`config.mk`:
```
export PLATFORM = sky130hd
export DESIGN_NAME = pq_cmd_sequencer
export DESIGN_NICKNAME = d
export VERILOG_FILES = /design/src/rtl/pq_pkg.sv /design/src/rtl/pq_cmd_fifo.sv /design/src/rtl/pq_cmd_sequencer.sv
export SDC_FILE = /design/constraint.sdc
export NUM_CORES = 1
export LEC_CHECK = 0
export ABC_AREA = 0
export BUFFER_PORTS_ARGS = -buffer_cell sky130_fd_sc_hd__buf_2
export CORE_MARGIN = 3
export CORE_UTILIZATION = 45
export CTS_CLUSTER_SIZE = 28
export DETAILED_ROUTE_END_ITERATION = 8
export PLACE_DENSITY = 0.66
export SYNTH_ARGS = -nofsm -noshare
export SYNTH_HDL_FRONTEND = slang
export SYNTH_SLANG_ARGS = --single-unit
```
`constraint.sdc`:
```
create_clock -name CLK -period 3.5 [get_ports CLK]
set_input_delay 0 -clock CLK [delete_from_list [all_inputs] [get_ports CLK]]
set_output_delay 0 -clock CLK [all_outputs]
set_load 0.1 [all_outputs]
```
`src/rtl/pq_pkg.sv`:
```
// Shared types and constants for the heap priority queue and its command front-end.
package pq_pkg;

  // Key width shared with the BRAM heap.
  localparam int PQ_DATA_WIDTH = 16;

  typedef enum logic [1:0] {
    OP_NOP     = 2'b00,
    OP_PUSH    = 2'b01,
    OP_POP     = 2'b10,
    OP_REPLACE = 2'b11
  } pq_op_t;

  typedef enum logic {
    IDLE = 1'b0,
    GAP  = 1'b1
  } seq_state_t;

  // The operation drives the heap's i_wrt pin.
  function automatic logic op_writes(pq_op_t op);
    return (op == OP_PUSH) || (op == OP_REPLACE);
  endfunction

  // The operation drives i_read and returns the old root.
  function automatic logic op_reads(pq_op_t op);
    return (op == OP_POP) || (op == OP_REPLACE);
  endfunction

endpackage

```
`src/rtl/pq_cmd_fifo.sv`:
```
// Small synchronous command FIFO. The head is read straight from the storage
// registers, so an entry written on one edge is visible at the head in the next cycle.
module pq_cmd_fifo #(
  parameter int WIDTH = 18,
  parameter int DEPTH = 4
) (
  input  logic             CLK,
  input  logic             RST,
  input  logic             wr_en,
  input  logic [WIDTH-1:0] wr_data,
  output logic             full,
  input  logic             rd_en,
  output logic [WIDTH-1:0] head,
  output logic             empty
);

  localparam int AW = $clog2(DEPTH);

  logic [WIDTH-1:0] mem [DEPTH];
  logic [AW-1:0]    wr_ptr;
  logic [AW-1:0]    rd_ptr;
  logic [AW:0]      fill;
  logic             do_wr;
  logic             do_rd;

  assign full  = (fill == (AW+1)'(DEPTH));
  assign empty = (fill == '0);
  assign do_wr = wr_en && !full;
  assign do_rd = rd_en && !empty;
  assign head  = mem[rd_ptr];

  // Pointer and fill tracking; pointers wrap naturally because DEPTH is a power of two.
  always_ff @(posedge CLK) begin
    if (RST) begin
      wr_ptr <= '0;
      rd_ptr <= '0;
      fill   <= '0;
    end else begin
      if (do_wr) wr_ptr <= wr_ptr + 1'b1;
      if (do_rd) rd_ptr <= rd_ptr + 1'b1;
      case ({do_wr, do_rd})
        2'b10:   fill <= fill + 1'b1;
        2'b01:   fill <= fill - 1'b1;
        default: fill <= fill;
      endcase
    end
  end

  // Entry storage; contents are meaningless while empty, so no reset is needed.
  always_ff @(posedge CLK) begin
    if (do_wr) mem[wr_ptr] <= wr_data;
  end

endmodule

```
`src/rtl/pq_cmd_sequencer.sv`:
```
// Command front-end for the BRAM heap priority queue: buffers push/pop/replace
// commands, rejects illegal ones against a shadow occupancy count, spaces issued
// operations by OP_GAP cycles and returns popped roots on a valid/ready port.
module pq_cmd_sequencer
  import pq_pkg::*;
#(
  parameter int DATA_WIDTH = PQ_DATA_WIDTH,
  parameter int QUEUE_SIZE = 7,
  parameter int FIFO_DEPTH = 4,
  parameter int OP_GAP     = 4
) (
  input  logic                              CLK,
  input  logic                              RST,
  input  logic                              s_valid,
  output logic                              s_ready,
  input  logic [1:0]                        s_op,
  input  logic [DATA_WIDTH-1:0]             s_data,
  output logic                              m_valid,
  input  logic                              m_ready,
  output logic [DATA_WIDTH-1:0]             m_data,
  output logic                              q_wrt,
  output logic                              q_read,
  output logic [DATA_WIDTH-1:0]             q_data,
  input  logic [DATA_WIDTH-1:0]             q_dout,
  output logic                              err,
  output logic [$clog2(QUEUE_SIZE+1)-1:0]   count
);

  localparam int CNT_W = $clog2(QUEUE_SIZE+1);
  localparam int GAP_W = $clog2(OP_GAP+1);

  logic                  fifo_full;
  logic                  fifo_empty;
  logic                  fifo_rd;
  logic [DATA_WIDTH+1:0] head;
  pq_op_t                head_op;
  pq_op_t                eff_op;
  logic [DATA_WIDTH-1:0] head_data;
  logic                  reject;
  logic                  stall;
  logic                  issue;
  seq_state_t            state;
  logic [GAP_W-1:0]      gap_cnt;

  // Held low during reset so nothing is accepted into a FIFO that is being cleared.
  assign s_ready = !RST && !fifo_full;

  pq_cmd_fifo #(
    .WIDTH (DATA_WIDTH + 2),
    .DEPTH (FIFO_DEPTH)
  ) u_fifo (
    .CLK     (CLK),
    .RST     (RST),
    .wr_en   (s_valid && s_ready),
    .wr_data ({s_op, s_data}),
    .full    (fifo_full),
    .rd_en   (fifo_rd),
    .head    (head),
    .empty   (fifo_empty)
  );

  // Head evaluation: legality against the shadow count, result back-pressure, issue decision.
  always_comb begin
    head_op   = pq_op_t'(head[DATA_WIDTH+1:DATA_WIDTH]);
    head_data = head[DATA_WIDTH-1:0];
    eff_op    = head_op;
    if (head_op == OP_REPLACE && count == '0) eff_op = OP_PUSH;
    reject  = ((eff_op == OP_PUSH) && (count == CNT_W'(QUEUE_SIZE))) ||
              ((eff_op == OP_POP)  && (count == '0));
    stall   = op_reads(eff_op) && m_valid && !m_ready;
    fifo_rd = 1'b0;
    issue   = 1'b0;
    if (state == IDLE && !fifo_empty) begin
      if (eff_op == OP_NOP || reject) begin
        fifo_rd = 1'b1;
      end else if (!stall) begin
        fifo_rd = 1'b1;
        issue   = 1'b1;
      end
    end
  end

  // Sequencer FSM with registered heap strobes, shadow count, error pulse and result register.
  always_ff @(posedge CLK) begin
    if (RST) begin
      state   <= IDLE;
      gap_cnt <= '0;
      count   <= '0;
      m_valid <= 1'b0;
      m_data  <= '0;
      q_wrt   <= 1'b0;
      q_read  <= 1'b0;
      q_data  <= '0;
      err     <= 1'b0;
    end else begin
      q_wrt  <= issue && op_writes(eff_op);
      q_read <= issue && op_reads(eff_op);
      err    <= (state == IDLE) && !fifo_empty && reject;
      if (issue) q_data <= head_data;

      // A fresh capture wins over a consumer handshake on the same edge.
      if (issue && op_reads(eff_op)) begin
        m_data  <= q_dout;
        m_valid <= 1'b1;
      end else if (m_ready) begin
        m_valid <= 1'b0;
      end

      if (issue) begin
        case (eff_op)
          OP_PUSH: count <= count + 1'b1;
          OP_POP:  count <= count - 1'b1;
          default: count <= count;
        endcase
      end

      case (state)
        IDLE: begin
          if (issue && OP_GAP > 1) begin
            state   <= GAP;
            gap_cnt <= GAP_W'(OP_GAP - 1);
          end
        end
        GAP: begin
          gap_cnt <= gap_cnt - 1'b1;
          if (gap_cnt == GAP_W'(1)) state <= IDLE;
        end
        default: state <= IDLE;
      endcase
    end
  end

endmodule

```
# --- Word level (Yosys, flattened, before mapping) ---
# Memories as Yosys holds them, arrays and structs flattened. A register that Yosys moved wholly into a read port is not among the register bits.
# Cells that the tools add are included.
totals:
  ff_bits: 50
  mem_bits_rw: 72
  input_bits: 38
  elab_cells: 78
  n_memories: 1
mem_list:
  columns: ["name", "words", "word_bits", "rd", "rd_clocked_by_memory_dff", "write_ports", "line", "source"]
  rows:
  - ["u_fifo.mem", 4, 18, 1, 1, 1, "pq_cmd_fifo.sv:19", "logic [WIDTH-1:0] mem [DEPTH];"]
op_classes:
  addsub: 7
  n_eq_ne: 10
  mux: 19
  n_bitwise: 1
  reduce_logical: 28
op_table:
  columns: ["operator", "count"]
  rows:
  - ["3-bit case mux with 2 select lines", 3]
  - ["1-bit logical AND", 13]
  - ["1-bit 2-to-1 mux", 11]
  - ["3-bit by 1-bit subtractor with 3-bit output, second input constant", 3]
  - ["2-bit == test, second input constant", 4]
  - ["3-bit by 1-bit adder with 3-bit output, second input constant", 2]
  - ["3-bit == test, second input constant", 2]
  - ["3-bit logical NOT", 2]
  - ["2-bit 2-to-1 mux", 3]
  - ["2-bit nonzero test", 3]
  - ["2-bit by 1-bit adder with 2-bit output, second input constant", 2]
  - ["2-bit by 1-bit == test with 1-bit output, second input constant", 2]
  - ["1-bit logical NOT", 4]
  - ["1-bit logical OR", 4]
  - ["3-bit by 1-bit == test with 1-bit output, second input constant", 1]
  - ["3-bit 2-to-1 mux", 1]
  - ["2-bit logical NOT", 1]
  - ["2-bit != test, second input constant", 1]
  - ["1-bit case mux with 2 select lines", 1]
  - ["2-bit AND reduction", 1]
  - ["1-bit NOT", 1]

# --- Depth between registers and ports, before layout ---
# Gate-level depths: netlist of the first run.
depth:
  ltp_word: 13
  depth_mapped: 10

# --- Hierarchy ---
# From an unflattened synthesis of the first run, not the netlist that was laid out.
hier_totals:
  cells_unflattened: 352
  area_unflattened_um2: 4979.8
modules_own_cells:
  columns: ["module", "instances", "cells_per_inst", "area_each_um2"]
  rows:
  - ["pq_cmd_fifo", 1, 148, 3114.2]
  - ["pq_cmd_sequencer", 1, 204, 1865.5]

# --- Worst setup path before layout of the first run ---
# No wires, ideal clock.
synth_path:
  path_type: "register -> register"
  start: "register u_fifo.fill[0]"
  end: "register u_fifo.fill[2]"
  arrival_time_ns: 3.542
  t_required_ns: 3.428
  slack_ns: -0.115
  stages_incl_launch_ff: 11
  path_buffers: 0
  path_cell_list: "dfxtp_1 > inv_1 > a31oi_1 > and2_1 > inv_1 > ha_1 > inv_1 > fa_1 > xor2_1 > or3_1 > a21oi_1"
synth_via:
  elab_chain_len: 7
  word_cells_on_any_way: 16
synth_rtl:
  columns: ["element", "line", "source"]
  rows:
  - ["start, declared", "pq_cmd_fifo.sv:22", "logic [AW:0] fill;"]
  - ["start signal, assigned", "pq_cmd_fifo.sv:42", "2'b10: fill <= fill + 1'b1;"]
  - ["start signal, assigned", "pq_cmd_fifo.sv:43", "2'b01: fill <= fill - 1'b1;"]
  - ["start signal, assigned", "pq_cmd_fifo.sv:44", "default: fill <= fill;"]
  - ["3-bit == test *", "pq_cmd_fifo.sv:26", "assign full = (fill == (AW+1)'(DEPTH));"]
  - ["1-bit logical NOT *", "pq_cmd_sequencer.sv:46", "assign s_ready = !RST && !fifo_full;"]
  - ["1-bit logical AND *", "pq_cmd_sequencer.sv:46", null]
  - ["via s_ready", "pq_cmd_sequencer.sv:15", "output logic s_ready,"]
  - ["1-bit logical AND *", "pq_cmd_sequencer.sv:54", ".wr_en (s_valid && s_ready),"]
  - ["1-bit logical AND *", "pq_cmd_fifo.sv:28", "assign do_wr = wr_en && !full;"]
  - ["2-bit by 1-bit == test with 1-bit output or 2-bit == test (tied branches)", "pq_cmd_fifo.sv:41", "case ({do_wr, do_rd})"]
  - ["3-bit case mux with 2 select lines or 2-bit nonzero test (tied branches)", null, null]
# The timed path passes the listed nets; every way through them passes the cells marked *.
# A chain may end at the register's enable or synchronous reset.

==> results of run 1 <==
[registers in the layout, indices dropped and copies added (netlist names), named ones only]
signal and flops:
q_data 16, gap_cnt 3, u_fifo.rd_ptr 2, state 1
q_read 1, err 1, q_wrt 1, count 3
u_fifo.wr_ptr 2, u_fifo.mem 72, m_data 16, u_fifo.fill 3
m_valid 1
[Yosys cell counts, drive strengths merged, types with 2 or more instances]
| library cell | instances |
|---|---|
| or3 | 3 |
| clkbuf | 11 |
| ha | 7 |
| edfxtp | 72 |
| nand2b | 2 |
| nand2 | 39 |
| nor4 | 2 |
| xnor2 | 3 |
| xor2 | 5 |
| o21ai | 18 |
| and3 | 4 |
| dfxtp | 52 |
| a21oi | 37 |
| nor3 | 3 |
| mux2 | 2 |
| nor2 | 17 |
| buf | 9 |
| mux4 | 18 |
| nand3 | 17 |
| fa | 2 |
| inv | 11 |
[kinds of logic after synthesis]
logic type | share of synthesized area
and+or+nand+nor | 0.0900
muxes | 0.0942
AOI/OAI and AO/OA | 0.0789
xor gates and xnor gates | 0.0145
DFF | 0.664
buffers and inverters | 0.0317
adders and majority gates | 0.0265
[power groups by stage]
| stage | logic [uW] | registers, uW | clock network [uW] |
|---|---|---|---|
| 4_1_cts | 2130 | 1860 | 1710 |
| 6_report | 2120 | 1860 | 1680 |
| 5_1_grt | 2270 | 1890 | 1780 |
| 3_3_place_gp | 2070 | 1880 | 0 |
| 3_5_place_dp | 2100 | 1890 | 0 |
| 2_1_floorplan | 976 | 2660 | 0 |
[final cells by class]
type,count,area (um2),area share
clock buffers,17,414,0.0662
inverters,11,41.3,0.00660
clock inverters,15,166,0.0266
repair buffers,119,791,0.126
multi-input cells,192,1470,0.235
well taps,136,170,0.0272
flip-flops and latches,124,3200,0.512
[layer usage]
layer	vias up	GRT usage	share of wire	wire [um]
met5	-	0	0	0
met4	0	0.0695	0.014	129
met3	11	0.0458	0.052	496
met2	84	0.280	0.50	4700
met1	1495	0.211	0.44	4140
li1	1516	-	-	-
[through the flow]
| stage | worst slack, ns | utilization | area [um2] |
|---|---|---|---|
| finish | 0.840 | 0.604 | 6260 |
| detailed placement | 0.865 | 0.513 | 5320 |
| global placement | 0.915 | 0.513 | 5320 |
| CTS | 0.843 | 0.604 | 6260 |
| global route | 0.719 | 0.604 | 6260 |
| floorplan | 0.635 | - | 4830 |
[worst register-to-register path, stage by stage, from the launching register on]
cell	delay [ns]
sky130_fd_sc_hd__dfxtp_1	0.35
sky130_fd_sc_hd__mux4_2	0.58
sky130_fd_sc_hd__a311oi_2	0.38
sky130_fd_sc_hd__ha_1	0.25
sky130_fd_sc_hd__inv_1	0.06
sky130_fd_sc_hd__fa_1	0.37
sky130_fd_sc_hd__xor2_1	0.15
sky130_fd_sc_hd__or3_1	0.30
sky130_fd_sc_hd__a21oi_1	0.15
[how the worst min path moves through the flow]
| stage | from | to | cells past startpoint |
|---|---|---|---|
| global route | RST | u_fifo.wr_ptr[1]$_SDFFE_PP0P_ | 5 |
| CTS | RST | u_fifo.wr_ptr[1]$_SDFFE_PP0P_ | 5 |
| detailed placement | s_data[11] | u_fifo.mem[0][11]$_DFFE_PP_ | 1 |
| global placement | s_data[13] | u_fifo.mem[0][13]$_DFFE_PP_ | 1 |
| finish | RST | u_fifo.fill[1]$_SDFFE_PP0P_ | 3 |
| floorplan | s_data[0] | u_fifo.mem[0][0]$_DFFE_PP_ | 0 |
==> qor.json, run 1 <==
{
  "postRouteAntennaNets": 0,
  "std_cell_rows": 37,
  "clock_tree.buffer_depth": 2,
  "grtUsageTotal": 0.169,
  "seq_cells_post_synth": 124,
  "synthesis_warning_total": 0,
  "crit_required_ns": 3.94,
  "number_of_buffers_inserted_during_clock_tree_synthesis": 17,
  "cp_data_arrival_time_ns": 3.10,
  "floorplan.initialDensity": 0.465,
  "io_buffers": 77,
  "critPathCapture": "u_fifo.fill[2]$_SDFFE_PP0P_",
  "share_seq_of_total_power": 0.329,
  "tritoncts": "yes",
  "crit_chain": "mux4_2, a311oi_2, ha_1, inv_1, fa_1, xor2_1, or3_1, a21oi_1",
  "die_width_um": 110,
  "power.clock.fraction": 0.297,
  "timing_max_transition_violations_final": 0,
  "critical_path.endpoint_type": "flop",
  "slowest_stage": "sky130_fd_sc_hd__mux4_2",
  "synth_nets": 394,
  "hold_buffers": 36,
  "rr_worst_depth": 8,
  "holdWs_ns": 0.0903,
  "post-cts-setup-buffers": 0,
  "post_cts.resized_instances": 0,
  "cap_violations": 0,
  "dr.pass1.iters": 4,
  "core_region_area_um2": 10400,
  "path_class": "reg -> reg",
  "dp.final_hpwl_um": 6000,
  "antenna-diode-count": 0,
  "synth_area_um2": 4820,
  "synth_cells": 347,
  "detail_route.drc_violations": 0,
  "synth_enable_flop_cells": 72,
  "max_slew_margin": 0.368,
  "worst_r2r_endpoint": "u_fifo.fill[2]$_SDFFE_PP0P_",
  "design.final.nets": 512,
  "grt_setup_unrepaired": "no",
  "layout.cells.most_common_list": "77 x sky130_fd_sc_hd__buf_2, 72 x sky130_fd_sc_hd__edfxtp_1, 52 x sky130_fd_sc_hd__dfxtp_1, 38 x sky130_fd_sc_hd__nand2_1, 36 x sky130_fd_sc_hd__dlygate4sd3_1",
  "grt_overflow_total": 0,
  "synthFlopType": "sky130_fd_sc_hd__edfxtp_1",
  "largest_net_degree_at_the_start_of_global_routing": 53,
  "clock_latency_ns": 0.51,
  "layout.cells.most_common": "sky130_fd_sc_hd__buf_2",
  "die_h_um": 110,
  "power_switching_uw": 2430,
  "sw_frac_of_total": 0.428,
  "number_of_cells_in_the_design_after_placement": 546,
  "antenna_violations_before_repair": 0,
  "area_enclosed_by_the_die_boundary_um2": 12000,
  "critical_path_cell_count": 8,
  "register_to_register_setup_slack_ns": 0.84,
  "vdd.ir_drop.worst_mv": 0.416,
  "synth-seq-area-share": 0.664,
  "vias": 3106,
  "filler_cell_count": 801,
  "critPathMaxFanout": 4,
  "min-delay-path-class": "in -> reg",
  "timing.fmax_mhz": 376,
  "finish.cell_count_without_fillers": 614,
  "power_density_nw_per_um2": 905,
  "finalCritPeriodShare": 0.760,
  "min_period_ns": 2.66,
  "synth_cell_types": 42,
  "synth_largest_type_area_fraction": 0.448,
  "initialDrtViolationCount": 162,
  "cts.clk_slew.worst_paths_ns": 0.07,
  "post-layout-total-power_uw": 5660,
  "routedWlPerCell_um": 15.4,
  "top_level_ports": 78,
  "vias_per_cell": 5.06,
  "timing.critical_path.slowest_cell_delay_ns": 0.58,
  "leakagePower_uw": 0.00234,
  "clockRootBuffer": "sky130_fd_sc_hd__clkbuf_8",
  "setup-violations-final": 0,
  "drt_wl_total_um": 9470,
  "critPathBufInv": 1,
  "synth.top_cells.by_area": "sky130_fd_sc_hd__edfxtp_1 45%, sky130_fd_sc_hd__dfxtp_1 22%, sky130_fd_sc_hd__mux4_2 8.4%",
  "syn_area_per_cell_um2": 13.9,
  "grt_pass1_vias": 3090,
  "internal-power_uw": 3240,
  "totalNegativeSetupSlack_ns": 0,
  "finalHoldViolCount": 0,
  "status": "complete, no violations",
  "areaGrowthSynthToFinish_pct": 29.8,
  "weighted_congestion_at_the_end_of_routability_driven_global_placement": 0.762,
  "tightest_slew_ns": 0.947,
  "htreeDepth": 4,
  "post-synth-top-area-cell": "sky130_fd_sc_hd__edfxtp_1",
  "final_layout_size_suffix_gt1_frac": 0.316,
  "cp_top_family": "adder cells",
  "clock-skew-final_ns": 0.00801,
  "cts.sinks": 124,
  "worst_setup_path_start_kind": "flop",
  "grt_pass1_wl_um": 15200,
  "ys_async_sr_fraction": 0,
  "pwr-share-comb": 0.374
}
Note: power is estimated with default switching activity, not from simulation.
==> run 2: changes to the inputs <==
==> constraint.sdc (replaced) <==
create_clock -name CLK -period 2.5 [get_ports CLK]
set_input_delay 0 -clock CLK [delete_from_list [all_inputs] [get_ports CLK]]
set_output_delay 0 -clock CLK [all_outputs]
set_load 0.1 [all_outputs]
==> qor.json, run 2 (synthesized netlist as in run 1, its figures left out) <==
{
  "status": "complete, no violations",
  "clockRootBuffer": "sky130_fd_sc_hd__clkbuf_8",
  "critical_path.endpoint_type": "flop",
  "vias": 3156,
  "path_class": "reg -> reg",
  "dp.final_hpwl_um": 6120,
  "weighted_congestion_at_the_end_of_routability_driven_global_placement": 0.778,
  "grt_pass1_vias": 3062,
  "layout.cells.most_common_list": "77 x sky130_fd_sc_hd__buf_2, 72 x sky130_fd_sc_hd__edfxtp_1, 47 x sky130_fd_sc_hd__dfxtp_1, 38 x sky130_fd_sc_hd__nand2_1, 36 x sky130_fd_sc_hd__dlygate4sd3_1",
  "timing_max_transition_violations_final": 0,
  "clock_tree.buffer_depth": 2,
  "routedWlPerCell_um": 15.9,
  "die_width_um": 110,
  "detail_route.drc_violations": 0,
  "finalCritPeriodShare": 0.980,
  "grtUsageMet1": 0.216,
  "floorplan.initialDensity": 0.465,
  "vias_per_cell": 5.09,
  "layout.cells.most_common": "sky130_fd_sc_hd__buf_2",
  "cap_violations": 0,
  "cp_data_arrival_time_ns": 2.90,
  "number_of_buffers_inserted_during_clock_tree_synthesis": 17,
  "cts.clk_slew.worst_paths_ns": 0.06,
  "largest_net_degree_at_the_start_of_global_routing": 53,
  "final_layout_size_suffix_gt1_frac": 0.339,
  "min_period_ns": 2.45,
  "crit_required_ns": 2.95,
  "leakagePower_uw": 0.00236,
  "die_h_um": 110,
  "tightest_slew_ns": 1.06,
  "final_area_um2": 6360,
  "tritoncts": "yes",
  "timing.critical_path.slowest_cell_delay_ns": 0.51,
  "htreeDepth": 4,
  "antenna-diode-count": 0,
  "finalHoldViolCount": 0,
  "placed_area_um2": 5370,
  "largest_register": "u_fifo.mem",
  "layout_top_registers": "u_fifo.mem: 72 flops, m_data: 16 flops, q_data: 16 flops",
  "core_region_area_um2": 10400,
  "setup-violations-final": 0,
  "design.final.nets": 518,
  "setup_ws_ns": 0.0488,
  "post-place-ws_ns": 0.0230,
  "io_buffers": 77,
  "vdd.ir_drop.worst_mv": 0.724,
  "clock_latency_ns": 0.51,
  "worst_setup_path_start_kind": "flop",
  "drt_wl_total_um": 9840,
  "top_level_ports": 78,
  "critPathBufInv": 1,
  "critPathMaxFanout": 2,
  "max_slew_margin": 0.293,
  "min-delay-path-class": "in -> reg",
  "layout.core_utilization": 0.614,
  "antenna_violations_before_repair": 0,
  "power_density_nw_per_um2": 1280,
  "std_cell_rows": 37,
  "postRouteAntennaNets": 0,
  "global_route_track_usage_on_met2": 0.286,
  "grt_overflow_total": 0,
  "cp_top_family": "adder cells",
  "dr.pass1.iters": 4,
  "largest_register_ff_count": 72,
  "most_utilized_layer_in_the_global_route_result": "met2",
  "finish.cell_count_without_fillers": 620,
  "met3_global_route_usage": 0.0511,
  "grt_setup_unrepaired": "yes",
  "timing.fmax_mhz": 408,
  "slowest_stage": "sky130_fd_sc_hd__mux4_2",
  "areaGrowthSynthToFinish_pct": 31.9,
  "post-layout-total-power_uw": 8160,
  "clock-skew-final_ns": 0.00514,
  "grt_pass1_wl_um": 15400,
  "grtUsageTotal": 0.173,
  "area_enclosed_by_the_die_boundary_um2": 12000,
  "cts.sinks": 124,
  "number_of_cells_in_the_design_after_placement": 551,
  "initialDrtViolationCount": 202,
  "crit_chain": "mux4_2, a311oi_2, ha_2, inv_1, fa_2, xor2_1, or3_1, a21oi_2"
}
[run 2: timing repair]
| action | CTS | global route |
|---|---|---|
| setup endpoints to repair | 0 | 3 |
| buffers inserted | 0 | 1 |
| gates resized for setup | 0 | 3 |
| hold endpoints to repair | 90 | 0 |
| hold buffers | 36 | 0 |
[run 2: worst register-to-register path: cells and delay by family, from the launching register on]
family	cells	cell delay [ns]
fa+ha+maj	2	0.57
flops	1	0.34
xor+xnor	1	0.15
mux	1	0.51
buf+inv	1	0.05
simple gates	1	0.33
compound gates	2	0.43
[run 2: final cells by class]
cell class	instances	area (um2)
clock buffers	17	414
multi-input cells	192	1490
clock inverters	15	198
fillers	794	4010
flip-flops and latches	124	3210
repair buffers	125	840
inverters	11	41.3
well taps	136	170
[run 2: worst paths after layout]
check	startpoint	slack, ns	cells after the start	end
max	flop	0.05	8	u_fifo.fill[2]$_SDFFE_PP0P_
max reg2reg	flop	0.05	8	u_fifo.fill[2]$_SDFFE_PP0P_
min	RST	0.1	5	u_fifo.wr_ptr[1]$_SDFFE_PP0P_
min reg2reg	m_data[2]$_SDFFE_PP0P_	0.45	2	m_data[2]$_SDFFE_PP0P_
[run 2: stage by stage]
step                      setup TNS (ns)  hold slack, ns
after global routing             -0.0113           0.108
after detailed placement               0           0.221
after global placement                 0           0.213
after CTS                              0          0.0860
final                                  0          0.0985
after floorplan                   -0.132          0.0989
[run 2: routing by layer]
layer	part of all wire	up-vias
li1	-	1520
met1	0.44	1544
met2	0.50	84
met3	0.050	8
met4	0.012	0
met5	0	-
[run 2: report_power, final]
| group | switching, uW | leakage [uW] | internal [uW] |
|---|---|---|---|
| combinational | 2200 | 0.00100 | 833 |
| sequential | 173 | 0.00108 | 2450 |
| clock | 884 | 0.000284 | 1610 |
| total | 3260 | 0.00236 | 4900 |
